$ cat config.mk
export PLATFORM = sky130hd
export DESIGN_NAME = com_tx_flat
export DESIGN_NICKNAME = d
export VERILOG_FILES = /design/src/rtl/com_pkg.sv /design/src/rtl/com_tx_if.sv /design/src/rtl/com_crc8.sv /design/src/rtl/com_tx.sv /design/src/flat_wrapper.sv
export SDC_FILE = /design/constraint.sdc
export NUM_CORES = 1
export LEC_CHECK = 0
export BUFFER_PORTS_ARGS = -buffer_cell sky130_fd_sc_hd__buf_4
export CAP_MARGIN = 20
export CORE_MARGIN = 5
export CORE_UTILIZATION = 52
export DETAILED_ROUTE_END_ITERATION = 10
export PLACE_DENSITY = 0.85
export SYNTH_ARGS = -nofsm -noshare
export SYNTH_HDL_FRONTEND = slang
export SYNTH_HIERARCHICAL = 1
export SYNTH_SLANG_ARGS = --single-unit
export TNS_END_PERCENT = 50
$ cat constraint.sdc
create_clock -name clk -period 2.9 [get_ports clk]
set_clock_uncertainty 0.2 [all_clocks]
set_input_delay 0.435 -clock clk [delete_from_list [all_inputs] [get_ports clk]]
set_output_delay 0.435 -clock clk [all_outputs]
set_load 0.02 [all_outputs]
$ cat src/rtl/com_pkg.sv
// Shared definitions for the com frame transmitter: bag codes, framing
// constants, transmitter state encoding and the CRC8 byte step.
package com_pkg;

   // Bag type codes carried in the frame header.
   typedef enum logic [3:0] {
      BAG_ACK   = 4'b0001,
      BAG_NAK   = 4'b0010,
      BAG_STALL = 4'b0011,
      BAG_SETUP = 4'b0100,
      BAG_DATA0 = 4'b1101,
      BAG_DATA1 = 4'b1110
   } bag_t;

   // Framing constants.
   localparam int         PRE_NUM_DEF  = 2;
   localparam logic [7:0] PRE_BYTE     = 8'h55;
   localparam logic [7:0] SYNC_DEF     = 8'hD5;
   localparam logic [7:0] CRC_POLY_DEF = 8'h07;

   // Transmitter FSM states.
   typedef enum logic [3:0] {
      ST_IDLE = 4'd0,
      ST_PRE  = 4'd1,
      ST_SYNC = 4'd2,
      ST_HEAD = 4'd3,
      ST_LENH = 4'd4,
      ST_LENL = 4'd5,
      ST_RD   = 4'd6,
      ST_LD   = 4'd7,
      ST_DATA = 4'd8,
      ST_CRC  = 4'd9,
      ST_DONE = 4'd10
   } tx_state_t;

   // Only data bags carry a payload.
   function automatic logic is_data_bag(input logic [3:0] btype);
      return (btype == BAG_DATA0) || (btype == BAG_DATA1);
   endfunction

   // One CRC8 step over a whole byte, MSB first, no reflection.
   function automatic logic [7:0] crc8_byte(input logic [7:0] crc,
                                            input logic [7:0] din,
                                            input logic [7:0] poly);
      logic [7:0] c;
      c = crc ^ din;
      for (int i = 0; i < 8; i++) begin
         c = c[7] ? ((c << 1) ^ poly) : (c << 1);
      end
      return c;
   endfunction

endpackage

$ cat src/rtl/com_tx_if.sv
// Handshake, RAM read and byte-stream signals of the frame transmitter.
// slave is the transmitter side; master is everything around it.
interface com_tx_if;

   logic        fs_tx;
   logic        fd_tx;
   logic [3:0]  tx_btype;
   logic [11:0] tx_ram_init;
   logic [11:0] tx_ram_rlen;
   logic        ram_en;
   logic [11:0] ram_addr;
   logic [7:0]  ram_data;
   logic [7:0]  tx_data;
   logic        tx_valid;
   logic        tx_ready;
   logic        busy;

   modport master (
      output fs_tx, tx_btype, tx_ram_init, tx_ram_rlen, ram_data, tx_ready,
      input  fd_tx, ram_en, ram_addr, tx_data, tx_valid, busy
   );

   modport slave (
      input  fs_tx, tx_btype, tx_ram_init, tx_ram_rlen, ram_data, tx_ready,
      output fd_tx, ram_en, ram_addr, tx_data, tx_valid, busy
   );

endinterface

$ cat src/rtl/com_crc8.sv
// Running CRC8 over accepted frame bytes; clear wins over update.
module com_crc8
   import com_pkg::*;
#(
   parameter logic [7:0] POLY = CRC_POLY_DEF
) (
   input  logic       clk,
   input  logic       rst,
   input  logic       clr,
   input  logic       en,
   input  logic [7:0] din,
   output logic [7:0] crc
);

   logic [7:0] crc_nxt;

   // Next CRC value from clear/update controls.
   always_comb begin
      // NOTE: default assignment first so no path leaves crc_nxt unassigned (no latch).
      crc_nxt = crc;
      if (clr) begin
         crc_nxt = 8'h00;
      end else if (en) begin
         crc_nxt = crc8_byte(crc, din, POLY);
      end
   end

   // CRC register.
   always_ff @(posedge clk) begin
      // NOTE: sequential state uses non-blocking assignments only.
      if (rst) begin
         crc <= 8'h00;
      end else begin
         crc <= crc_nxt;
      end
   end

endmodule

$ cat src/rtl/com_tx.sv
// Frame transmitter: on fs_tx emits preamble, sync, header, length,
// payload fetched from the TX RAM and CRC8 over a valid/ready byte stream.
module com_tx
   import com_pkg::*;
#(
   parameter int         PRE_NUM   = PRE_NUM_DEF,
   parameter logic [7:0] SYNC_BYTE = SYNC_DEF,
   parameter logic [7:0] CRC_POLY  = CRC_POLY_DEF
) (
   input  logic     clk,
   input  logic     rst,
   com_tx_if.slave  bus
);

   localparam logic [3:0] PRE_LAST = 4'(PRE_NUM - 1);

   tx_state_t   state, state_nxt;
   logic [3:0]  btype_q;
   logic [11:0] init_q;
   logic [11:0] len_q;
   logic [11:0] idx_q;
   logic [3:0]  pre_cnt_q;
   logic [7:0]  data_q;
   logic [7:0]  crc;
   logic        start;
   logic        accept;
   logic        crc_en;
   logic        last_byte;

   assign start     = (state == ST_IDLE) && bus.fs_tx;
   assign accept    = bus.tx_valid && bus.tx_ready;
   assign last_byte = (idx_q == len_q - 12'd1);
   assign crc_en    = accept && ((state == ST_HEAD) || (state == ST_LENH) ||
                                 (state == ST_LENL) || (state == ST_DATA));

   com_crc8 #(.POLY(CRC_POLY)) u_crc (
      .clk (clk),
      .rst (rst),
      .clr (start),
      .en  (crc_en),
      .din (bus.tx_data),
      .crc (crc)
   );

   // State register.
   always_ff @(posedge clk) begin
      if (rst) begin
         state <= ST_IDLE;
      end else begin
         state <= state_nxt;
      end
   end

   // Next-state logic; stream states advance only on an accepted byte.
   always_comb begin
      state_nxt = state;
      case (state)
         ST_IDLE: if (bus.fs_tx) state_nxt = ST_PRE;
         ST_PRE:  if (accept && (pre_cnt_q == PRE_LAST)) state_nxt = ST_SYNC;
         ST_SYNC: if (accept) state_nxt = ST_HEAD;
         ST_HEAD: if (accept) state_nxt = ST_LENH;
         ST_LENH: if (accept) state_nxt = ST_LENL;
         ST_LENL: if (accept) state_nxt = (len_q == 12'd0) ? ST_CRC : ST_RD;
         ST_RD:   state_nxt = ST_LD;
         ST_LD:   state_nxt = ST_DATA;
         ST_DATA: if (accept) state_nxt = last_byte ? ST_CRC : ST_RD;
         ST_CRC:  if (accept) state_nxt = ST_DONE;
         ST_DONE: if (!bus.fs_tx) state_nxt = ST_IDLE;
         default: state_nxt = ST_IDLE;
      endcase
   end

   // Frame fields, preamble counter, payload index and captured RAM byte.
   always_ff @(posedge clk) begin
      // NOTE: frame fields are reset too so ram_addr/tx_data never derive from X.
      if (rst) begin
         btype_q   <= '0;
         init_q    <= '0;
         len_q     <= '0;
         idx_q     <= '0;
         pre_cnt_q <= '0;
         data_q    <= '0;
      end else begin
         case (state)
            ST_IDLE: begin
               if (start) begin
                  btype_q   <= bus.tx_btype;
                  init_q    <= bus.tx_ram_init;
                  len_q     <= is_data_bag(bus.tx_btype) ? bus.tx_ram_rlen : 12'd0;
                  idx_q     <= '0;
                  pre_cnt_q <= '0;
               end
            end
            ST_PRE:  if (accept) pre_cnt_q <= pre_cnt_q + 4'd1;
            ST_LD:   data_q <= bus.ram_data;
            // Index stops at len-1, so len = 4095 never wraps it.
            ST_DATA: if (accept && !last_byte) idx_q <= idx_q + 12'd1;
            default: ;
         endcase
      end
   end

   // Moore outputs decoded from the current state.
   always_comb begin
      bus.tx_valid = 1'b0;
      bus.tx_data  = 8'h00;
      bus.ram_en   = 1'b0;
      bus.ram_addr = 12'h000;
      bus.fd_tx    = 1'b0;
      bus.busy     = (state != ST_IDLE);
      case (state)
         ST_PRE:  begin bus.tx_valid = 1'b1; bus.tx_data = PRE_BYTE;              end
         ST_SYNC: begin bus.tx_valid = 1'b1; bus.tx_data = SYNC_BYTE;             end
         ST_HEAD: begin bus.tx_valid = 1'b1; bus.tx_data = {btype_q, ~btype_q};   end
         ST_LENH: begin bus.tx_valid = 1'b1; bus.tx_data = {4'h0, len_q[11:8]};   end
         ST_LENL: begin bus.tx_valid = 1'b1; bus.tx_data = len_q[7:0];            end
         ST_RD:   begin bus.ram_en   = 1'b1; bus.ram_addr = init_q + idx_q;       end
         ST_DATA: begin bus.tx_valid = 1'b1; bus.tx_data = data_q;                end
         ST_CRC:  begin bus.tx_valid = 1'b1; bus.tx_data = crc;                   end
         ST_DONE: bus.fd_tx = 1'b1;
         default: ;
      endcase
   end

endmodule
$ cat src/flat_wrapper.sv
// flat-port wrapper written by rule: the top's interface ports become plain ports
module com_tx_flat import com_pkg::*;
#(
   parameter int         PRE_NUM   = PRE_NUM_DEF,
   parameter logic [7:0] SYNC_BYTE = SYNC_DEF,
   parameter logic [7:0] CRC_POLY  = CRC_POLY_DEF
)
  (clk, rst, bus_fs_tx, bus_tx_btype, bus_tx_ram_init, bus_tx_ram_rlen, bus_ram_data, bus_tx_ready, bus_fd_tx, bus_ram_en, bus_ram_addr, bus_tx_data, bus_tx_valid, bus_busy);
  com_tx_if bus_i ();
  input  logic clk;
  input  logic rst;
  input wire logic [$bits(bus_i.fs_tx)-1:0] bus_fs_tx;
  input wire logic [$bits(bus_i.tx_btype)-1:0] bus_tx_btype;
  input wire logic [$bits(bus_i.tx_ram_init)-1:0] bus_tx_ram_init;
  input wire logic [$bits(bus_i.tx_ram_rlen)-1:0] bus_tx_ram_rlen;
  input wire logic [$bits(bus_i.ram_data)-1:0] bus_ram_data;
  input wire logic [$bits(bus_i.tx_ready)-1:0] bus_tx_ready;
  output wire logic [$bits(bus_i.fd_tx)-1:0] bus_fd_tx;
  output wire logic [$bits(bus_i.ram_en)-1:0] bus_ram_en;
  output wire logic [$bits(bus_i.ram_addr)-1:0] bus_ram_addr;
  output wire logic [$bits(bus_i.tx_data)-1:0] bus_tx_data;
  output wire logic [$bits(bus_i.tx_valid)-1:0] bus_tx_valid;
  output wire logic [$bits(bus_i.busy)-1:0] bus_busy;
  assign bus_i.fs_tx = bus_fs_tx;
  assign bus_i.tx_btype = bus_tx_btype;
  assign bus_i.tx_ram_init = bus_tx_ram_init;
  assign bus_i.tx_ram_rlen = bus_tx_ram_rlen;
  assign bus_i.ram_data = bus_ram_data;
  assign bus_i.tx_ready = bus_tx_ready;
  assign bus_fd_tx = bus_i.fd_tx;
  assign bus_ram_en = bus_i.ram_en;
  assign bus_ram_addr = bus_i.ram_addr;
  assign bus_tx_data = bus_i.tx_data;
  assign bus_tx_valid = bus_i.tx_valid;
  assign bus_busy = bus_i.busy;
  com_tx #(.PRE_NUM(PRE_NUM), .SYNC_BYTE(SYNC_BYTE), .CRC_POLY(CRC_POLY)) u_core (.clk(clk), .rst(rst), .bus(bus_i));
endmodule
## Word-level counts from Yosys, hierarchy flattened

Index checks and enable logic that the tools add are counted.

| word-level totals | value |
|---|---|
| flip-flop bits (word level) | 64 |
| bits of input ports | 40 |
| output and inout port bits | 24 |
| logic and storage cells | 101 |

| operators by class | value |
|---|---|
| add/subtract/negate cells | 4 |
| equal/unequal tests | 26 |
| multiplexer cells | 32 |
| bitwise operators | 10 |
| reduce and logical (&&, ||, !) cells | 21 |

Operators by type and width:

| operator | count |
|---|---|
| 8-bit case mux with 7 select lines | 1 |
| 4-bit two-way mux | 13 |
| 12-bit two-way mux | 4 |
| 4-bit case mux with 11 select lines | 1 |
| 3-bit two-way mux | 8 |
| 3-bit inverter | 8 |
| 12-bit case mux with 2 select lines | 1 |
| 4-bit equality test (second input constant) | 5 |
| 2-bit by 1-bit != test with 1-bit output (second input constant) | 9 |
| 4-bit by 3-bit equality test with 1-bit output (second input constant) | 4 |
| 12-bit by 1-bit adder with 12-bit output (second input constant) | 1 |
| 12-bit adder | 1 |
| 12-bit equality test | 1 |
| 12-bit zero test | 1 |
| 12-bit by 1-bit subtractor with 12-bit output (second input constant) | 1 |
| 9-bit AND reduction | 1 |
| 4-bit by 1-bit equality test with 1-bit output (second input constant) | 2 |
| 4-bit by 2-bit equality test with 1-bit output (second input constant) | 2 |
| 4-bit case mux with 2 select lines | 1 |
| 8-bit XOR | 1 |
| 7-bit OR reduction | 1 |
| 2-bit != test (second input constant) | 3 |
| 3-bit AND reduction | 2 |
| 1-bit logical AND | 5 |
| 10 further kinds | 16 |

## Longest topological paths before layout

Gate-level depths: netlist of run 1.

| depth | value |
|---|---|
| depth after elaboration | 19 |
| depth in mapped cells | 11 |
| depth with buffers taken out | 10 |

## Hierarchy

The synthesis of run 1 kept the hierarchy.

Modules (own cells, without submodules):

| module | times used | cells an instance | area each (µm²) | seq. area each (µm²) |
|---|---|---|---|---|
| com_tx | 1 | 491 | 3686.0 | 1121.1 |
| com_crc8 | 1 | 56 | 616.8 | 160.2 |

## Least setup slack after synthesis of run 1

OpenSTA, ideal clock, no wires.

| timing | value |
|---|---|
| path type | reg2reg |
| start point | register u_core.state[2] |
| end point | register u_core.u_crc.crc[2] |
| setup time | 70 ps |
| arrival | 2823 ps |
| data required time | 2630 ps |
| setup slack | -193 ps |
| stages on the path, launching flop included | 11 |
| path buffers | 2 |
| period minus slack after synthesis | 3093 ps |
| cell sequence | dfxtp_1 > clkbuf_1 > clkbuf_1 > a21oi_1 > a311oi_1 > a21oi_1 > o21ai_0 > xnor2_2 > xnor3_1 > or3_1 > a21oi_1 |

| on the way | value |
|---|---|
| longest elaborated chain between the ends | 8 |
| elaborated cells on any way between the ends | 28 |
| those cells by class | 7 x eq/ne; 7 x mux; 5 x bitwise; 9 x reduce/logical |

RTL lines:

| what | line | RTL |
|---|---|---|
| from (decl) | com_tx.sv:17 | `tx_state_t state, state_nxt;` |
| from (signal assigned) | com_tx.sv:50 | `state <= state_nxt;` |
| 4-bit equality test (tied with other cells) | com_tx.sv:111 | `case (state)` |
| 8-bit case mux with 7 select lines * | com_tx.sv:111 |  |
| via bus_tx_data[0] | flat_wrapper.sv:21 | `output wire logic [$bits(bus_i.tx_data)-1:0] bus_tx_data;` |
| 8-bit XOR * | com_pkg.sv:46 | `c = crc ^ din;` |
| 3-bit inverter (no line) | n/a |  |
| 3-bit two-way mux * | com_pkg.sv:48 | `c = c[7] ? ((c << 1) ^ poly) : (c << 1);` |
| 3-bit inverter (no line) | n/a |  |
| 3-bit two-way mux * (2 in a row) | com_pkg.sv:48 |  |
| to (signal assigned) | com_crc8.sv:34 | `crc <= crc_nxt;` |
| to (decl) | com_crc8.sv:12 | `output logic [7:0] crc` |

The timed path passes the listed nets; every way through them passes the cells marked *.
A chain may end at the register's enable or synchronous reset.

## Worst setup path after layout of run 1

| timing | value |
|---|---|
| start point | register u_core.init_q[0] |
| end point | output bus_ram_addr[10] |

| on the way | value |
|---|---|
| longest elaborated chain between the ends | 2 |

RTL lines:

| what | line | RTL |
|---|---|---|
| from (decl) | com_tx.sv:19 | `logic [11:0] init_q;` |
| from (signal assigned) | com_tx.sv:88 | `init_q <= bus.tx_ram_init;` |
| 12-bit adder | com_tx.sv:117 | `ST_RD: begin bus.ram_en = 1'b1; bus.ram_addr = init_q + idx_q; end` |
| 12-bit two-way mux | com_tx.sv:111 |  |
| to (decl) | flat_wrapper.sv:20 | `output wire logic [$bits(bus_i.ram_addr)-1:0] bus_ram_addr;` |

No other way between the ends.

==> results.toml, run 1 <==
[sta]
hold_violations = 0
slew_viol_final = 0
final-setup-viol-count = 6
rsz0062_at_grt = "true"
fin_ws_ps = -369.8
min_period_ps = 3270
max_freq_mhz = 305.8
relSlewSlack_pct = 65.41
timing.final.crit_share_pct = 112.8
setup_tns_ps = -1257
tightest_slew_ps = 517.6
worst_hold_slack_ps = 84.94

[place]
dp_hpwl_um = 9055
port-buffer-count = 63
place_area_um2 = 5086
gp_congestion = 0.9151

[yosys]
synth_edf_count = 0
ys.flop_type = "dfxtp_1"
synth_seq_area_share_pct = 29.78
syn_area_um2 = 4303
synth_cells = 547
synth_seq_cells = 64
synthArstFlopShare_pct = 0
synth_cell_types = 65
syn_nets = 603
avgSynthCellArea_um2 = 7.866
yosysWarnings = 6

[finish]
fillCellCount = 628
diodes = 0
utilization_pct = 68.20
area_growth_pct = 28.93
multiInputGateArea_um2 = 2985
nNetsFinal = 697
layout-drive-gt1-share_pct = 27.71
final_area_um2 = 5548
seq_area_um2 = 1290

[worst_setup_path]
critical_path_class = "register to output port"
regToRegEndpoint = "u_core/idx_q[11]$_SDFFE_PP0P_"
critPathMaxFanout = 2
endpoint = "bus_ram_addr[10]"
rr_startpoint = "u_core/len_q[0]$_SDFFE_PP0P_"
endpoint_kind = "output port"
crit_arrival_ps = 2630
worstSetupStartpoint = "u_core/init_q[0]$_SDFFE_PP0P_"
reg2reg_setup_slack_ps = 130
reg2reg_depth = 10
startpoint_type = "register"
cp.required_ps = 2270

[route]
firstDrtPassIters = 5
wl_um = 12740
drtAntennaViolNets = 0
drt_iter0_drc = 283
viasPerCell = 5.997
drc = 0
routedWlPerCell_um = 16.96
vias = 4504

[power]
comb_power_share_pct = 43.7
pwr-share-seq_pct = 31.2
p_leak_nw = 2.375
vdd_drop_max_mv = 0.3766
p_per_area_nw_per_um2 = 584.8
swShare_pct = 37.81
p_clk_share_pct = 25.1
switchingPower_mw = 1.227
p_int_mw = 2.018

[floorplanning]
initial_utilization_pct = 52.90
die_height_um = 101.0
row_count = 33
die_width_um = 101.0
core-area_um2 = 8134
dieArea_um2 = 10190
top_level_ports = 64

[clocking]
clk-insertion-delay-late_ps = 350
cts_tree = "yes"
clk_pin_slew_ps = 90
htreeDepth = 3
clock_path_buffers = 2
root_buffer = "clkbuf_8"
clock_sinks = 64
cts_inserted_buffers = 9

[min_path]
hold_path.class = "primary input to register"

[run_status]
violations = "negative setup slack"
status = "finished with violations"

[global_routing]
antenna_found_initial = 0
overflow = 0
grt_max_degree = 39
grt_pass1_wl_um = 20770
grt_pass1_vias = 4450
grtUsageTotal_pct = 25.38

[run]
maxCapViolCount = 0
-- power by group through the flow --
stage / sequential [mW] / clock, mW / combinational [mW]
floorplan: 0.991 / 0 / 0.980
global placement: 1.02 / 0 / 1.32
detailed placement: 1.02 / 0 / 1.36
CTS: 1.00 / 0.816 / 1.38
global route: 1.02 / 0.853 / 1.53
finish: 1.01 / 0.814 / 1.42
-- per-stage QoR --
step	instances	worst slack (ps)	power, mW
6_report	751	-369.8	3.244
3_5_place_dp	723	-154.1	2.376
5_1_grt	751	-480.2	3.404
2_1_floorplan	547	-170.0	1.971
3_3_place_gp	723	-116.3	2.334
4_1_cts	746	-322.5	3.197
-- placed cells by master (no fill, tap or decap), types with 6 or more instances in the layout --
| master | Yosys | final |
|---|---|---|
| nand2_1 | 89 | 89 |
| o21ai_0 | 23 | 22 |
| dfxtp_1 | 64 | 59 |
| ha_1 | 15 | 13 |
| buf_4 | 0 | 107 |
| or3_1 | 11 | 11 |
| nand2b_1 | 8 | 8 |
| inv_1 | 14 | 14 |
| xor2_1 | 11 | 11 |
| nand3_1 | 13 | 12 |
| clkbuf_8 | 0 | 10 |
| a21oi_1 | 61 | 54 |
| a21oi_2 | 0 | 7 |
| a22o_1 | 10 | 10 |
| nor3_1 | 12 | 11 |
| xnor2_1 | 26 | 25 |
| nor2_1 | 46 | 46 |
| a31o_2 | 8 | 8 |
| and3_1 | 8 | 8 |
| xnor3_1 | 6 | 6 |
| buf_6 | 1 | 7 |
-- cells by family after synthesis --
family	Yosys count	share of synthesized area, %
AO/OA/AOI/OAI	150	22.97
buffers and inverters	45	4.129
XOR/XNOR	47	12.62
flip-flops	64	29.78
AND/OR/NAND/NOR	219	24.22
multiplexers	6	1.454
adder cells (fa/ha/maj)	16	4.827
-- cell usage after synthesis, types with 3 or more instances --
library cell	number	share of area [%]
mux2i_1	4	0.93
a211oi_1	6	1.0
or4_1	3	0.52
and3_1	8	1.2
nor2b_1	7	1.0
nand2b_1	8	1.2
nand2_1	89	7.8
buf_1	3	0.26
xnor3_1	6	3.1
a31o_2	8	1.6
clkbuf_1	26	2.3
o21ai_0	23	2.7
a21oi_1	61	7.1
nand3_1	13	1.5
nor3_1	12	1.4
xor2_1	11	2.2
nor2_1	46	4.0
a21o_1	5	0.87
a311oi_1	3	0.61
a22o_1	10	2.0
or3_1	11	1.6
nor3b_1	3	0.52
and2_1	4	0.58
dfxtp_1	64	30
a32oi_1	3	0.61
ha_1	15	4.4
xnor2_1	26	5.3
a31oi_1	6	0.87
a221o_1	3	0.70
nand4_1	4	0.58
inv_1	14	1.2
-- registers in the layout (all words and copies together) (netlist names) --
name and flops:
u_core/init_q 12, u_core/idx_q 12, u_core/data_q 8, u_core/state 4
u_core/len_q 12, u_core/btype_q 4, u_core/u_crc/crc 8, u_core/pre_cnt_q 4
-- worst min path at each step --
stage	slack [ps]	depth (start not counted)	endpoint	from
2_1_floorplan	230	2	u_core/data_q[7]$_SDFFE_PP0P_	u_core/data_q[7]$_SDFFE_PP0P_
3_3_place_gp	250	2	u_core/init_q[2]$_SDFFE_PP0P_	u_core/init_q[2]$_SDFFE_PP0P_
3_5_place_dp	260	2	u_core/data_q[1]$_SDFFE_PP0P_	u_core/data_q[1]$_SDFFE_PP0P_
4_1_cts	80	2	u_core/len_q[7]$_SDFFE_PP0P_	bus_tx_ram_rlen[7]
5_1_grt	70	2	u_core/len_q[4]$_SDFFE_PP0P_	bus_tx_ram_rlen[4]
6_report	80	2	u_core/len_q[4]$_SDFFE_PP0P_	bus_tx_ram_rlen[4]
-- area by class of cell --
type | instances | area share, %
tap | 105 | 2.368
inverter | 14 | 0.9472
clock buffer | 10 | 2.481
clock inverter | 6 | 1.240
sequential | 64 | 23.25
timing repair buffer | 114 | 15.90
multi-input combinational | 438 | 53.81
-- routing by layer --
layer / track usage, % / wire, um
met5: 0 / 0
met4: 11.55 / 308
met3: 4.429 / 892
met2: 43.70 / 6365
met1: 30.73 / 5172
-- timing repair --
action,4_1_cts,5_1_grt
hold buffers,0,0
resized for setup,21,20
endpoints found under the setup margin,8,28
buffers inserted,7,6
pin swaps,15,15
-- worst max-delay path, cell delays in order, from the launching register on --
cell and delay [ps]:
dfxtp_2 340, ha_4 160, fa_2 340, a21o_1 190, a21oi_2 200, o21bai_2 110
a2111o_1 420, a41oi_2 170, xor2_1 150, nor2_1 60, buf_4 150
Note: power is estimated with default switching activity, not from simulation.
==> inputs of run 2 (changes only) <==
PLACE_DENSITY = 0.77   (was 0.85)
==> run 2 against run 1 <==
  * The run still ends with negative setup slack left
  * Sequential power barely moved
  * First-iteration DRC count is 21% lower
  * Worst hold slack got worse by 5.0 ps
  * Largest power group unchanged
  * Die area unchanged
  * Cell count rose by 0.40%
  * Register-to-register slack worse by 150 ps
  * Wire length is 3.1% lower
  * Clock power up 17%
  * Non-clock buffer count grew 3
  * Clock-buffer cell count fell by 1
==> results.toml, run 2 (same netlist as run 1, synthesis figures left out) <==
[sta]
worst_hold_slack_ps = 79.92
hold_violations = 0
final-setup-viol-count = 8
min_period_ps = 3197
relSlewSlack_pct = 58.47
tightest_slew_ps = 620.7
timing.final.crit_share_pct = 110.2
max_freq_mhz = 312.8
rsz0062_at_grt = "true"
fin_ws_ps = -297.0
slew_viol_final = 0

[clocking]
cts_hold_buf = 0
root_buffer = "clkbuf_8"
clk_pin_slew_ps = 70
clk-insertion-delay-late_ps = 360
clock_path_buffers = 2
clock_sinks = 64
cts_inserted_buffers = 9
cts_tree = "yes"
htreeDepth = 3

[place]
pre_cts_ws_ps = -187.2
gp_congestion = 0.8824
dp_hpwl_um = 8699
port-buffer-count = 63

[global_routing]
grt_pass1_wl_um = 19180
grt_pass1_vias = 4119
antenna_found_initial = 0
grtUsageTotal_pct = 23.53
grt_max_degree = 39
overflow = 0

[finish]
multiInputGateArea_um2 = 2972
fillCellCount = 661
layout-drive-gt1-share_pct = 28.35
area_growth_pct = 29.75
mostFrequentLayoutCell = "buf_4"
final_cell_mix = "buf_4, nand2_1, dfxtp_1, a21oi_1, nor2_1"
largestRegisters = "u_core/idx_q: 12 flops, u_core/init_q: 12 flops, u_core/len_q: 12 flops"
diodes = 0
seq_area_um2 = 1291
nNetsFinal = 700

[worst_setup_path]
reg2reg_depth = 8
startpoint_type = "register"
regToRegEndpoint = "u_core/idx_q[7]$_SDFFE_PP0P_"
reg2reg_setup_slack_ps = -20
cp.required_ps = 2270
rr_startpoint = "u_core/len_q[1]$_SDFFE_PP0P_"
endpoint = "bus_ram_addr[10]"
worstSetupStartpoint = "u_core/init_q[0]$_SDFFE_PP0P_"
critPathMaxFanout = 3
critical_path_class = "register to output port"
crit_arrival_ps = 2560
endpoint_kind = "output port"

[power]
vdd_drop_max_mv = 0.3654
p_leak_nw = 2.398
p_per_area_nw_per_um2 = 604.2

[floorplanning]
initial_utilization_pct = 52.90
dieArea_um2 = 10190
die_height_um = 101.0
core-area_um2 = 8134
row_count = 33
top_level_ports = 64
die_width_um = 101.0

[route]
drc = 0
routedWlPerCell_um = 16.38
wl_um = 12350
drtAntennaViolNets = 0
vias = 4477
viasPerCell = 5.938
drt_iter0_drc = 223
firstDrtPassIters = 5

[min_path]
hold_path.class = "primary input to register"

[run_status]
status = "finished with violations"
violations = "negative setup slack"

[run]
maxCapViolCount = 0
## run 2: changes by cell type in the layout (fill, tap and decap cells not counted), sizes merged
cell	before	now
inv	14	15
buf	114	116
clkbuf	10	9
bufinv	1	3
clkdlybuf4s15	0	1
clkinvlp	4	2
## run 2: what timing repair did
| item | 4_1_cts | 5_1_grt |
|---|---|---|
| cloned | 0 | 1 |
| resized for setup | 11 | 26 |
| pin swaps | 8 | 10 |
| endpoints found under the setup margin | 6 | 24 |
| buffers inserted | 2 | 10 |
## run 2: per-stage QoR
stage / power, mW / utilization, % / TNS (ps) / cells / cell area (um^2)
global placement: 2.346 / 62.71 / -139.3 / 725 / 5101
floorplan: 1.971 / - / -170.0 / 547 / 4308
CTS: 3.339 / 66.44 / -777.4 / 743 / 5404
finish: 3.373 / 68.64 / -985.4 / 754 / 5583
global route: 3.550 / 68.64 / -1760 / 754 / 5583
detailed placement: 2.382 / 62.71 / -187.2 / 725 / 5101
## run 2: worst min path at each step
| stage | start | to | slack [ps] | cells past startpoint |
|---|---|---|---|---|
| after floorplan | u_core/data_q[7]$_SDFFE_PP0P_ | u_core/data_q[7]$_SDFFE_PP0P_ | 230 | 2 |
| after global placement | u_core/data_q[7]$_SDFFE_PP0P_ | u_core/data_q[7]$_SDFFE_PP0P_ | 250 | 2 |
| after detailed placement | u_core/data_q[5]$_SDFFE_PP0P_ | u_core/data_q[5]$_SDFFE_PP0P_ | 250 | 2 |
| after CTS | bus_tx_ram_rlen[2] | u_core/len_q[2]$_SDFFE_PP0P_ | 80 | 2 |
| after global routing | bus_tx_ram_rlen[5] | u_core/len_q[5]$_SDFFE_PP0P_ | 90 | 2 |
| final | bus_tx_ram_rlen[1] | u_core/len_q[1]$_SDFFE_PP0P_ | 80 | 3 |
## run 2: metal layers
| layer | vias to the layer above | wire (um) | track usage [%] |
|---|---|---|---|
| met5 | - | 0 | 0 |
| met4 | 0 | 349 | 9.407 |
| met3 | 36 | 825 | 3.875 |
| met2 | 178 | 6121 | 40.91 |
| met1 | 2116 | 5052 | 28.85 |
| li1 | 2147 | - | - |
## run 2: cell type report
cell class	count	area share [%]
Clock buffer	9	2.219
Clock inverter	7	2.129
Inverter	14	0.9413
Multi-Input combinational cell	438	53.23
Sequential cell	64	23.13
Tap cell	105	2.353
Timing Repair Buffer	117	16.00
## run 2: report_power, final
part           internal [mW]  switching (mW)  leakage, nW
Combinational          0.669           0.747         1.76
Sequential             0.939          0.0668        0.522
Clock                  0.572           0.380        0.116
## run 2: worst max-delay path, cell delays in order (launching register included)
cell and delay (ps):
dfxtp_2 340, ha_4 160, fa_2 340, a21o_1 170
a21oi_2 140, o21bai_1 90, a2111o_1 440, a41oi_2 160
xor2_1 150, nor2_1 50, buf_4 150
